`src/rtl/pll_lock_rst_seq.sv`:
```
// PLL power-up / lock sequencer: powers the PLL, filters its LOCK, and holds sys_rst_o until lock is stable.
// Optional lock timeout with retry counting is built when PLL_LOCK_TIMEOUT_EN is defined.
module pll_lock_rst_seq #(
    parameter int unsigned PD_CYCLES    = 16,
    parameter int unsigned LOCK_FILTER  = 64,
    parameter int unsigned LOSS_FILTER  = 4,
    parameter int unsigned RST_HOLD     = 256,
    parameter int unsigned LOCK_TIMEOUT = 65536,
    parameter int unsigned CNT_W        = 17
) (
    input  logic       clk_i,
    input  logic       rst_i,
    input  logic       pll_lock_i,
    output logic       pll_powerdown_n_o,
    output logic       sys_rst_o,
    output logic       locked_o,
    output logic       lock_lost_o,
    output logic [7:0] retry_cnt_o
);

    typedef enum logic [1:0] {
        ST_PWRDN,
        ST_WAIT_LOCK,
        ST_HOLD,
        ST_RUN
    } state_e;

    localparam logic [CNT_W-1:0] PD_LAST   = CNT_W'(PD_CYCLES - 1);
    localparam logic [CNT_W-1:0] LF_LAST   = CNT_W'(LOCK_FILTER - 1);
    localparam logic [CNT_W-1:0] LOSS_LAST = CNT_W'(LOSS_FILTER - 1);
    localparam logic [CNT_W-1:0] RH_LAST   = CNT_W'(RST_HOLD - 1);

    state_e           state_q, state_d;
    logic [CNT_W-1:0] cnt_q, cnt_d;
    logic [1:0]       sync_q, sync_d;
    logic             pd_n_q, pd_n_d;
    logic             sys_rst_q, sys_rst_d;
    logic             locked_q, locked_d;
    logic             lost_q, lost_d;
    logic             lock_s;

`ifdef PLL_LOCK_TIMEOUT_EN
    localparam logic [CNT_W-1:0] TO_LAST = CNT_W'(LOCK_TIMEOUT - 1);
    logic [CNT_W-1:0] to_cnt_q, to_cnt_d;
    logic [7:0]       retry_q, retry_d;
`endif

    assign lock_s = sync_q[1];

    always_comb begin
        sync_d  = {sync_q[0], pll_lock_i};
        state_d = state_q;
        cnt_d   = cnt_q;
        lost_d  = lost_q;
`ifdef PLL_LOCK_TIMEOUT_EN
        to_cnt_d = '0;
        retry_d  = retry_q;
`endif
        // cnt is the per-state counter; in RUN it counts consecutive low lock_s cycles
        case (state_q)
            ST_PWRDN: begin
                if (cnt_q == PD_LAST) begin
                    cnt_d   = '0;
                    state_d = ST_WAIT_LOCK;
                end else begin
                    cnt_d = cnt_q + CNT_W'(1);
                end
            end
            ST_WAIT_LOCK: begin
                if (!lock_s) begin
                    cnt_d = '0;
                end else if (cnt_q == LF_LAST) begin
                    cnt_d   = '0;
                    state_d = ST_HOLD;
                end else begin
                    cnt_d = cnt_q + CNT_W'(1);
                end
            end
            ST_HOLD: begin
                if (!lock_s) begin
                    cnt_d   = '0;
                    state_d = ST_WAIT_LOCK;
                end else if (cnt_q == RH_LAST) begin
                    cnt_d   = '0;
                    state_d = ST_RUN;
                end else begin
                    cnt_d = cnt_q + CNT_W'(1);
                end
            end
            ST_RUN: begin
                // Leave on the edge that samples the LOSS_FILTER-th consecutive low cycle
                if (lock_s) begin
                    cnt_d = '0;
                end else if (cnt_q == LOSS_LAST) begin
                    cnt_d   = '0;
                    state_d = ST_PWRDN;
                    lost_d  = 1'b1;
                end else begin
                    cnt_d = cnt_q + CNT_W'(1);
                end
            end
            default: begin
                cnt_d   = '0;
                state_d = ST_PWRDN;
            end
        endcase

`ifdef PLL_LOCK_TIMEOUT_EN
        // Filter completion already moved state_d to HOLD, so it beats a simultaneous timeout
        if (state_q == ST_WAIT_LOCK && state_d == ST_WAIT_LOCK) begin
            if (to_cnt_q == TO_LAST) begin
                state_d = ST_PWRDN;
                cnt_d   = '0;
                if (retry_q != 8'hFF) retry_d = retry_q + 8'd1;
            end else begin
                to_cnt_d = to_cnt_q + CNT_W'(1);
            end
        end
`endif

        pd_n_d    = (state_d != ST_PWRDN);
        sys_rst_d = (state_d != ST_RUN);
        locked_d  = (state_d == ST_HOLD) || (state_d == ST_RUN);
    end

    always_ff @(posedge clk_i or posedge rst_i) begin
        if (rst_i) begin
            state_q   <= ST_PWRDN;
            cnt_q     <= '0;
            sync_q    <= 2'b00;
            pd_n_q    <= 1'b0;
            sys_rst_q <= 1'b1;
            locked_q  <= 1'b0;
            lost_q    <= 1'b0;
        end else begin
            state_q   <= state_d;
            cnt_q     <= cnt_d;
            sync_q    <= sync_d;
            pd_n_q    <= pd_n_d;
            sys_rst_q <= sys_rst_d;
            locked_q  <= locked_d;
            lost_q    <= lost_d;
        end
    end

`ifdef PLL_LOCK_TIMEOUT_EN
    always_ff @(posedge clk_i or posedge rst_i) begin
        if (rst_i) begin
            to_cnt_q <= '0;
            retry_q  <= '0;
        end else begin
            to_cnt_q <= to_cnt_d;
            retry_q  <= retry_d;
        end
    end

    assign retry_cnt_o = retry_q;
`else
    assign retry_cnt_o = 8'd0;
`endif

    assign pll_powerdown_n_o = pd_n_q;
    assign sys_rst_o         = sys_rst_q;
    assign locked_o          = locked_q;
    assign lock_lost_o       = lost_q;

endmodule

```
`config.mk`:
```
export PLATFORM = sky130hd
export DESIGN_NAME = pll_lock_rst_seq
export DESIGN_NICKNAME = d
export VERILOG_FILES = /design/src/rtl/pll_lock_rst_seq.sv
export SDC_FILE = /design/constraint.sdc
export NUM_CORES = 1
export LEC_CHECK = 0
export CORE_MARGIN = 2
export CORE_UTILIZATION = 59
export CTS_CLUSTER_DIAMETER = 150
export DETAILED_ROUTE_END_ITERATION = 8
export PLACE_DENSITY = 0.83
export SETUP_SLACK_MARGIN = 0.05
export SLEW_MARGIN = 20
export SYNTH_ARGS = -nofsm -noshare
export SYNTH_HDL_FRONTEND = slang
export SYNTH_SLANG_ARGS = --single-unit
```
`constraint.sdc`:
```
create_clock -name clk_i -period 6.3 [get_ports clk_i]
set_clock_uncertainty 0.15 [all_clocks]
set_input_delay 1.89 -clock clk_i [delete_from_list [all_inputs] [get_ports clk_i]]
set_output_delay 1.89 -clock clk_i [all_outputs]
set_load 0.03 [all_outputs]
```
==> impl_metrics.py, run 1 <==
metrics = {
    "run_status": {
        "status": "finished clean",
    },
    "power": {
        "vdd_drop_max_uv": 154.8,
        "seq_power_share_pct": 64.9,
        "share_comb_of_total_power_pct": 8.0,
        "power.share.clock_pct": 27.1,
        "finalPower_mw": 0.2443,
        "power.internal_mw": 0.1857,
        "power.switching_mw": 0.05861,
        "total_leakage_power_nw": 0.5771,
        "powerDensity_nw_per_um2": 180.0,
        "swShare_pct": 23.99,
    },
    "routing": {
        "drc": 0,
        "viasPerCell": 5.748,
        "firstDrtPassIters": 4,
        "wl_per_cell_microns": 13.52,
        "drt_iter0_markers": 14,
        "wl_mm": 2.204,
        "antenna_left": 0,
        "vias": 937,
    },
    "job": {
        "maxCapViolCount": 0,
    },
    "placed_design": {
        "preCtsSetupSlack_ns": 3.109,
        "dpl_cell_area_sq_um": 1331,
        "routabilityCongestion": 0.7508,
        "io_buffers": 6,
        "hpwl_mm": 1.565,
        "dp.cells": 159,
    },
    "die": {
        "top_level_ports": 15,
        "design.core.area_sq_um": 2148,
        "fp-row-count": 17,
        "die_y_microns": 51.15,
        "start_util_pct": 61.04,
        "die_x_microns": 51.15,
        "design.die.area_sq_um": 2616,
    },
    "critical_path": {
        "cp_slowest_cell": "clkdlybuf4s50_1",
        "start_kind": "flop",
        "crit_cells": 1,
        "slowest_delay_ns": 0.65,
        "required_ns": 4.26,
        "cp-end-kind": "output pin",
        "cp_max_fo": 1,
        "r2r_cells": 6,
        "cpLargestDelayFamily": "buffers and inverters",
        "cp.arrival_ns": 1.49,
        "critPathKind": "flop to output pin",
        "worst-path-buf-inv": 1,
        "crit_chain": "clkdlybuf4s50_1",
    },
    "synth": {
        "synthArstFlopShare_pct": 100.0,
        "synth_area_per_cell_sq_um": 9.859,
        "synthFlopType": "dfrtp_1",
        "synth.most_common_cell": "dfrtp_1",
        "yosys-top-cells-count": "23 x dfrtp_1, 14 x a21oi_1, 9 x buf_4, 9 x nand2_1, 8 x xor2_1",
        "synth_top_cell_by_area": "dfrtp_1",
        "synth_area_leaders": "dfrtp_1 44%, a21oi_1 5.3%, xor2_1 5.3%",
        "ys_types": 38,
        "yosysSeqAreaShare_pct": 45.90,
        "syn_area_sq_um": 1311,
        "synth.top_cell.area_share_pct": 43.89,
        "synth_seq_cells": 24,
        "yosys_warnings": 0,
        "netlist_instances": 133,
        "synth_edf_count": 0,
    },
    "sta": {
        "setup_viol": 0,
        "worstMarginPinSlew_ns": 0.8658,
        "finalWorstSetupSlack_ns": 2.769,
        "finalSetupTns_ns": 0,
        "holdWs_ns": 0.2130,
        "relSlewSlack_pct": 42.22,
        "grt_setup_unrepaired": "false",
        "report.final.hold_viol_count": 0,
        "fin_crit_ns": 3.531,
        "fmax_mhz": 283.2,
        "fin_crit_sh_pct": 56.04,
        "finalMaxSlewViolations": 0,
    },
    "min_path": {
        "min_path_type": "flop to flop",
        "worstHoldPathCells": 0,
    },
    "finish": {
        "drive_above_1_share_pct": 6.667,
        "design_area_sq_um": 1358,
        "nets": 140,
        "area_growth_pct": 3.530,
        "fin_cells": 163,
        "final_util_pct": 63.19,
        "diodes": 0,
    },
    "global_routing": {
        "grt_pass1_wl_mm": 4.050,
        "grt_max_degree": 25,
        "grtUsageTotal_pct": 20.60,
        "grt_pass1_vias": 908,
        "grt.overflow.total": 0,
        "antenna_found_initial": 0,
    },
    "clock_tree": {
        "cts_max_path_buffers": 2,
        "cts_hold_buf": 0,
        "clk_pin_slew_ns": 0.11,
        "ctsHtreeMaxLevel": 1,
        "postCtsSetupBuffers": 0,
        "numCtsBuffers": 3,
        "cts_tree": "done",
        "post_cts_resized": 0,
        "clock-root-buffer": "clkbuf_4",
        "clock_latency_ns": 0.31,
        "clock-sinks": 24,
    },
}
==> flip-flops by register name (all words and copies together) (netlist names) <==
| name | count |
|---|---|
| pll_powerdown_n_o | 1 |
| sys_rst_o | 1 |
| cnt_q | 17 |
| lock_lost_o | 1 |
| locked_o | 1 |
| state_q | 1 |
| sync_q | 2 |
==> final timing paths <==
path / start / to / slack [ns]
setup / recovery: sys_rst_o$_DFF_PP1_ / sys_rst_o / 2.77
hold / removal: sync_q[0]$_DFF_PP0_ / sync_q[1]$_DFF_PP0_ / 0.21
setup reg to reg: cnt_q[0]$_DFF_PP0_ / cnt_q[3]$_DFF_PP0_ / 3.96
hold reg to reg: sync_q[0]$_DFF_PP0_ / sync_q[1]$_DFF_PP0_ / 0.21
max in group asynchronous: rst_i / cnt_q[8]$_DFF_PP0_ / 3.57
min in group asynchronous: rst_i / locked_o$_DFF_PP0_ / 1.90
==> routing by layer <==
metal	track usage, %	part of all wire, %
met1	27.36	46
met2	34.20	49
met3	2.632	3.2
met4	8.108	1.4
met5	0	0
==> logic make-up after synthesis <==
family	share of synthesized area (%)
AO/OA/AOI/OAI	13.93
buffers and inverters	9.160
other	0.2860
AND/OR/NAND/NOR	19.75
adder cells (fa/ha/maj)	0.9540
flip-flops	45.90
XOR/XNOR	10.02
==> cells in the final DEF (no fill, tap or decap), drive strengths merged <==
cell,synthesis,layout
nand3,7,7
a211oi,3,3
inv,5,5
or2,1,1
o31ai,2,2
or3,2,2
a21oi,14,14
and3,2,2
xnor2,7,7
or4,1,1
o21bai,1,1
nor4,3,3
conb,1,8
and4,2,2
ha,1,1
nor2b,2,2
nand4,6,6
clkbuf,2,4
nor3,1,1
and2,2,2
nand2b,1,1
a2bb2oi,2,2
o21ai,1,1
a21o,1,1
xor2,8,8
a21boi,1,1
dfstp,1,1
clkdlybuf4s50,0,6
nor3b,1,1
dfrtp,23,23
nand2,9,9
o221ai,1,1
nor2,6,6
==> worst reg2reg max path, cell delays in order (launching register included) <==
cell and delay (ns):
dfrtp_1 0.38, ha_1 0.31, nor3b_1 0.23, nand4_1 0.17
or3_4 0.40, a2bb2oi_4 0.41, a211oi_1 0.15
==> cell type report <==
| class | instances | area, sq um |
|---|---|---|
| inverter | 5 | 18.77 |
| tap | 28 | 35.03 |
| fill | 192 | 790.8 |
| multi-input combinational | 96 | 615.6 |
| clock buffer | 4 | 26.28 |
| timing repair buffer | 6 | 60.06 |
| sequential | 24 | 601.8 |
==> power groups by stage <==
stage / Clock (mW) / Combinational [mW] / Sequential (mW)
detailed placement: 0 / 0.0198 / 0.162
global placement: 0 / 0.0192 / 0.161
floorplan: 0 / 0.0220 / 0.160
global route: 0.0767 / 0.0222 / 0.159
CTS: 0.0682 / 0.0196 / 0.159
finish: 0.0662 / 0.0195 / 0.159
Power figures use the tool's default switching activity.
==> run 2, diff against run 1 <==
--- a/config.mk
+++ b/config.mk
@@ -6,10 +6,10 @@
 export NUM_CORES = 1
 export LEC_CHECK = 0
 export CORE_MARGIN = 2
-export CORE_UTILIZATION = 59
+export CORE_UTILIZATION = 54
 export CTS_CLUSTER_DIAMETER = 150
 export DETAILED_ROUTE_END_ITERATION = 8
-export PLACE_DENSITY = 0.83
+export PLACE_DENSITY = 0.77
 export SETUP_SLACK_MARGIN = 0.05
 export SLEW_MARGIN = 20
 export SYNTH_ARGS = -nofsm -noshare
==> constraint.sdc (replaced) <==
create_clock -name clk_i -period 3.4 [get_ports clk_i]
set_clock_uncertainty 0.15 [all_clocks]
set_input_delay 1.02 -clock clk_i [delete_from_list [all_inputs] [get_ports clk_i]]
set_output_delay 1.02 -clock clk_i [all_outputs]
set_load 0.03 [all_outputs]
==> run 2 against run 1 <==
- hold slack improved by 0.011 ns
- register-to-register slack got worse by 2.9 ns
- die area rose by 8.5%
- sequential share of layout area fell by 0.24 points
- worst setup slack got worse by 2.0 ns
- via count did not move
- clock power rose by 92%
- cell area rose by 0.55%
- cell count rose by 0.61%
- power rose by 88%
==> impl_metrics.py, run 2 (synthesis gave the netlist of run 1 again) <==
metrics = {
    "run_status": {
        "status": "finished clean",
    },
    "critical_path": {
        "cp.arrival_ns": 1.50,
        "slowest_delay_ns": 0.65,
        "start_kind": "flop",
        "crit_chain": "clkdlybuf4s50_1",
        "cpLargestDelayFamily": "buffers and inverters",
        "cp_slowest_cell": "clkdlybuf4s50_1",
        "worst-path-buf-inv": 1,
        "critPathKind": "flop to output pin",
        "cp_max_fo": 1,
        "cp-end-kind": "output pin",
        "required_ns": 2.23,
    },
    "routing": {
        "wl_per_cell_microns": 14.11,
        "vias": 937,
        "viasPerCell": 5.713,
        "antenna_left": 0,
        "drt_iter0_markers": 22,
        "firstDrtPassIters": 4,
        "drc": 0,
        "wl_mm": 2.314,
    },
    "global_routing": {
        "grt_pass1_wl_mm": 4.126,
        "grt_max_degree": 25,
        "grt_pass1_vias": 913,
        "grtUsageTotal_pct": 20.65,
        "grt.overflow.total": 0,
        "antenna_found_initial": 0,
    },
    "die": {
        "die_x_microns": 53.28,
        "design.die.area_sq_um": 2838,
        "fp-row-count": 17,
        "top_level_ports": 15,
        "design.core.area_sq_um": 2255,
        "start_util_pct": 58.16,
        "die_y_microns": 53.28,
    },
    "power": {
        "powerDensity_nw_per_um2": 336.3,
        "total_leakage_power_nw": 0.5819,
        "finalPower_mw": 0.4590,
        "vdd_drop_max_uv": 230.1,
    },
    "finish": {
        "nets": 141,
        "area_growth_pct": 4.103,
        "final_cell_mix": "23 x dfrtp_1, 14 x a21oi_1, 9 x nand2_1",
        "largest_register": "cnt_q",
        "diodes": 0,
        "fill_cells": 204,
        "drive_above_1_share_pct": 7.353,
        "reg_top3": "cnt_q (17), sync_q (2)",
        "largest_reg_flops": 17,
        "mostFrequentLayoutCell": "dfrtp_1",
    },
    "clock_tree": {
        "clock_latency_ns": 0.32,
        "ctsHtreeMaxLevel": 1,
        "numCtsBuffers": 3,
        "clk_pin_slew_ns": 0.12,
        "clock-root-buffer": "clkbuf_4",
        "clock-sinks": 24,
        "post_cts_resized": 0,
        "cts_tree": "done",
        "cts_hold_buf": 0,
        "postCtsSetupBuffers": 0,
        "cts_max_path_buffers": 2,
    },
    "sta": {
        "fin_crit_sh_pct": 78.59,
        "fin_crit_ns": 2.672,
        "finalMaxSlewViolations": 0,
        "relSlewSlack_pct": 65.55,
        "report.final.hold_viol_count": 0,
        "fmax_mhz": 374.2,
        "grt_setup_unrepaired": "false",
        "worstMarginPinSlew_ns": 0.5168,
        "setup_viol": 0,
        "finalSetupTns_ns": 0,
    },
    "placed_design": {
        "routabilityCongestion": 0.8204,
        "io_buffers": 6,
        "hpwl_mm": 1.662,
    },
    "job": {
        "maxCapViolCount": 0,
    },
    "min_path": {
        "min_path_type": "flop to flop",
    },
}
## run 2: changes by cell type in the layout (fill, tap and decap cells not counted)
| cell | delta |
|---|---|
| buf_4 | +1 |
## run 2: worst paths after layout
check / start / end / slack, ns / cells after the start
worst max-delay path: sys_rst_o$_DFF_PP1_ / sys_rst_o / 0.73 / 1
max in group asynchronous: rst_i / sys_rst_o$_DFF_PP1_ / 1.93 / 3
worst min-delay path: sync_q[0]$_DFF_PP0_ / sync_q[1]$_DFF_PP0_ / 0.22 / 0
min in group asynchronous: rst_i / lock_lost_o$_DFFE_PP0P_ / 0.89 / 3
worst min register to register: sync_q[0]$_DFF_PP0_ / sync_q[1]$_DFF_PP0_ / 0.22 / 0
worst max register to register: cnt_q[1]$_DFF_PP0_ / cnt_q[3]$_DFF_PP0_ / 1.07 / 6
## run 2: final cells by class
type / count / area, sq um / area share, %
clock buffers: 4 / 26.28 / 1.925
inverters: 5 / 18.77 / 1.375
multi-input cells: 96 / 615.6 / 45.10
flip-flops and latches: 24 / 601.8 / 44.09
well taps: 28 / 35.03 / 2.566
repair buffers: 7 / 67.56 / 4.950
## run 2: stage by stage
stage | hold slack (ns) | util [%] | std cells | setup slack [ns] | instance area [sq um]
after global placement | 0.1920 | 59.38 | 160 | 1.082 | 1339
after global routing | 0.2592 | 60.54 | 164 | 0.6734 | 1365
after floorplan | 0.1812 | - | 140 | 1.418 | 1338
final | 0.2244 | 60.54 | 164 | 0.7279 | 1365
after CTS | 0.2275 | 60.54 | 164 | 0.7200 | 1365
after detailed placement | 0.1872 | 59.38 | 160 | 1.084 | 1339
## run 2: metal layers
layer	wire length, microns	GRT usage [%]	part of all wire (%)
met5	0	0	0
met2	1059	31.28	46
met3	107	5.932	4.6
met1	1113	27.64	48
met4	34	8.120	1.5
## run 2: power breakdown
part           internal, mW  switching [mW]
clock network        0.0460          0.0809
registers             0.289         0.00519
logic               0.00966          0.0279
==> run 3, diff against run 2 <==
==> constraint.sdc (replaced) <==
create_clock -name clk_i -period 2.6 [get_ports clk_i]
set_clock_uncertainty 0.15 [all_clocks]
set_input_delay 0.78 -clock clk_i [delete_from_list [all_inputs] [get_ports clk_i]]
set_output_delay 0.78 -clock clk_i [all_outputs]
set_load 0.03 [all_outputs]
==> run 3 against run 2 <==
- die area did not move
- sequential cell count did not move
- clock power rose by 56%
- wire length rose by 3.5%
- first-iteration DRC count rose by 27%
- non-clock buffer count did not move
- utilization rose by 0.44 points
- combinational power rose by 28%
- cell area rose by 0.73%
==> impl_metrics.py, run 3 (synthesis gave the netlist of run 1 again) <==
metrics = {
    "run_status": {
        "status": "finished clean",
    },
    "min_path": {
        "min_path_type": "flop to flop",
    },
    "critical_path": {
        "required_ns": 1.67,
        "cpLargestDelayFamily": "buffers and inverters",
        "cp_slowest_cell": "clkdlybuf4s50_1",
        "worst-path-buf-inv": 1,
        "cp_max_fo": 8,
        "start_kind": "flop",
        "cp.arrival_ns": 1.51,
        "r2r_slack_ns": 0.31,
        "critPathKind": "flop to output pin",
        "crit_chain": "clkdlybuf4s50_1",
        "cp-end-kind": "output pin",
        "slowest_delay_ns": 0.71,
    },
    "finish": {
        "largest_reg_flops": 17,
        "fill_cells": 195,
        "area_growth_pct": 4.866,
        "final_cell_mix": "23 x dfrtp_1, 14 x a21oi_1, 9 x nand2_1",
        "largest_register": "cnt_q",
        "mostFrequentLayoutCell": "dfrtp_1",
        "layout.area.seq_sq_um": 601.8,
        "diodes": 0,
        "reg_top3": "cnt_q (17), sync_q (2)",
        "nets": 141,
        "drive_above_1_share_pct": 8.088,
        "fin_cells": 164,
        "multiInputGateArea_sq_um": 615.6,
    },
    "sta": {
        "grt_setup_unrepaired": "false",
        "report.final.hold_viol_count": 0,
        "relSlewSlack_pct": 64.80,
        "fmax_mhz": 410.3,
        "worstMarginPinSlew_ns": 0.5281,
        "fin_crit_sh_pct": 93.75,
        "finalSetupTns_ns": 0,
        "finalMaxSlewViolations": 0,
        "fin_crit_ns": 2.437,
        "setup_viol": 0,
    },
    "die": {
        "die_y_microns": 53.28,
        "start_util_pct": 58.16,
        "fp-row-count": 17,
        "top_level_ports": 15,
        "design.core.area_sq_um": 2255,
        "die_x_microns": 53.28,
        "design.die.area_sq_um": 2838,
    },
    "clock_tree": {
        "postCtsSetupBuffers": 0,
        "cts_tree": "done",
        "clk_pin_slew_ns": 0.13,
        "numCtsBuffers": 3,
        "post_cts_resized": 0,
        "cts_hold_buf": 0,
        "clock_latency_ns": 0.32,
        "cts_max_path_buffers": 2,
        "clock-sinks": 24,
        "clock-root-buffer": "clkbuf_4",
        "ctsHtreeMaxLevel": 1,
    },
    "routing": {
        "vias": 924,
        "viasPerCell": 5.634,
        "drt_iter0_markers": 28,
        "antenna_left": 0,
        "wl_per_cell_microns": 14.60,
        "wl_mm": 2.394,
        "drc": 0,
        "firstDrtPassIters": 4,
    },
    "global_routing": {
        "grt_pass1_vias": 906,
        "grtUsageTotal_pct": 21.33,
        "grt.overflow.total": 0,
        "grt_pass1_wl_mm": 4.312,
        "grt_max_degree": 18,
        "antenna_found_initial": 0,
    },
    "power": {
        "swShare_pct": 24.47,
        "vdd_drop_max_uv": 313.2,
        "power.switching_mw": 0.1545,
        "share_comb_of_total_power_pct": 7.6,
        "total_leakage_power_nw": 0.5879,
        "power.share.clock_pct": 31.4,
        "powerDensity_nw_per_um2": 459.1,
        "power.internal_mw": 0.4768,
        "seq_power_share_pct": 60.9,
    },
    "placed_design": {
        "routabilityCongestion": 0.8244,
        "dp.cells": 160,
        "io_buffers": 6,
        "hpwl_mm": 1.766,
    },
    "job": {
        "maxCapViolCount": 0,
    },
}
## run 3: cell counts in the layout (fill, tap and decap cells not counted)
Identical to the previous run, type by type.
## run 3: layout make-up
type / instances / area share (%)
multi-input combinational: 96 / 44.77
sequential: 24 / 43.77
tap: 28 / 2.548
clock buffer: 4 / 2.639
timing repair buffer: 7 / 4.914
inverter: 5 / 1.365
## run 3: layer usage
metal / wire, microns / part of all wire (%) / up-vias / track usage (%)
met5: 0 / 0 / - / 0
met3: 52 / 2.2 / 4 / 3.955
met1: 1153 / 48 / 454 / 29.38
met4: 24 / 1.0 / 0 / 9.402
met2: 1164 / 49 / 13 / 32.51
li1: - / - / 453 / -
## run 3: worst paths after layout
check | startpoint | end | depth (start not counted)
worst min-delay path | sync_q[0]$_DFF_PP0_ | sync_q[1]$_DFF_PP0_ | 0
worst max-delay path | locked_o$_DFF_PP0_ | locked_o | 1
worst max register to register | cnt_q[0]$_DFF_PP0_ | cnt_q[3]$_DFF_PP0_ | 6
max in group asynchronous | rst_i | cnt_q[16]$_DFF_PP0_ | 3
worst min register to register | sync_q[0]$_DFF_PP0_ | sync_q[1]$_DFF_PP0_ | 0
min in group asynchronous | rst_i | sync_q[0]$_DFF_PP0_ | 2
## run 3: power by group through the flow
stage | clock, mW | combinational [mW] | sequential (mW)
finish | 0.198 | 0.0481 | 0.385
CTS | 0.207 | 0.0487 | 0.385
global route | 0.214 | 0.0548 | 0.386
global placement | 0 | 0.0470 | 0.391
floorplan | 0 | 0.0533 | 0.387
detailed placement | 0 | 0.0486 | 0.392
## run 3: metrics by stage
| step | hold slack [ns] | cell area, sq um | worst slack, ns | power, mW | utilization [%] |
|---|---|---|---|---|---|
| finish | 0.2331 | 1375 | 0.1626 | 0.6313 | 60.99 |
| global route | 0.2371 | 1375 | 0.09769 | 0.6543 | 60.99 |
| CTS | 0.2371 | 1375 | 0.1475 | 0.6398 | 60.99 |
| detailed placement | 0.2054 | 1339 | 0.3191 | 0.4402 | 59.38 |
| global placement | 0.1827 | 1339 | 0.4487 | 0.4381 | 59.38 |
| floorplan | 0.1812 | 1338 | 0.6183 | 0.4407 | - |
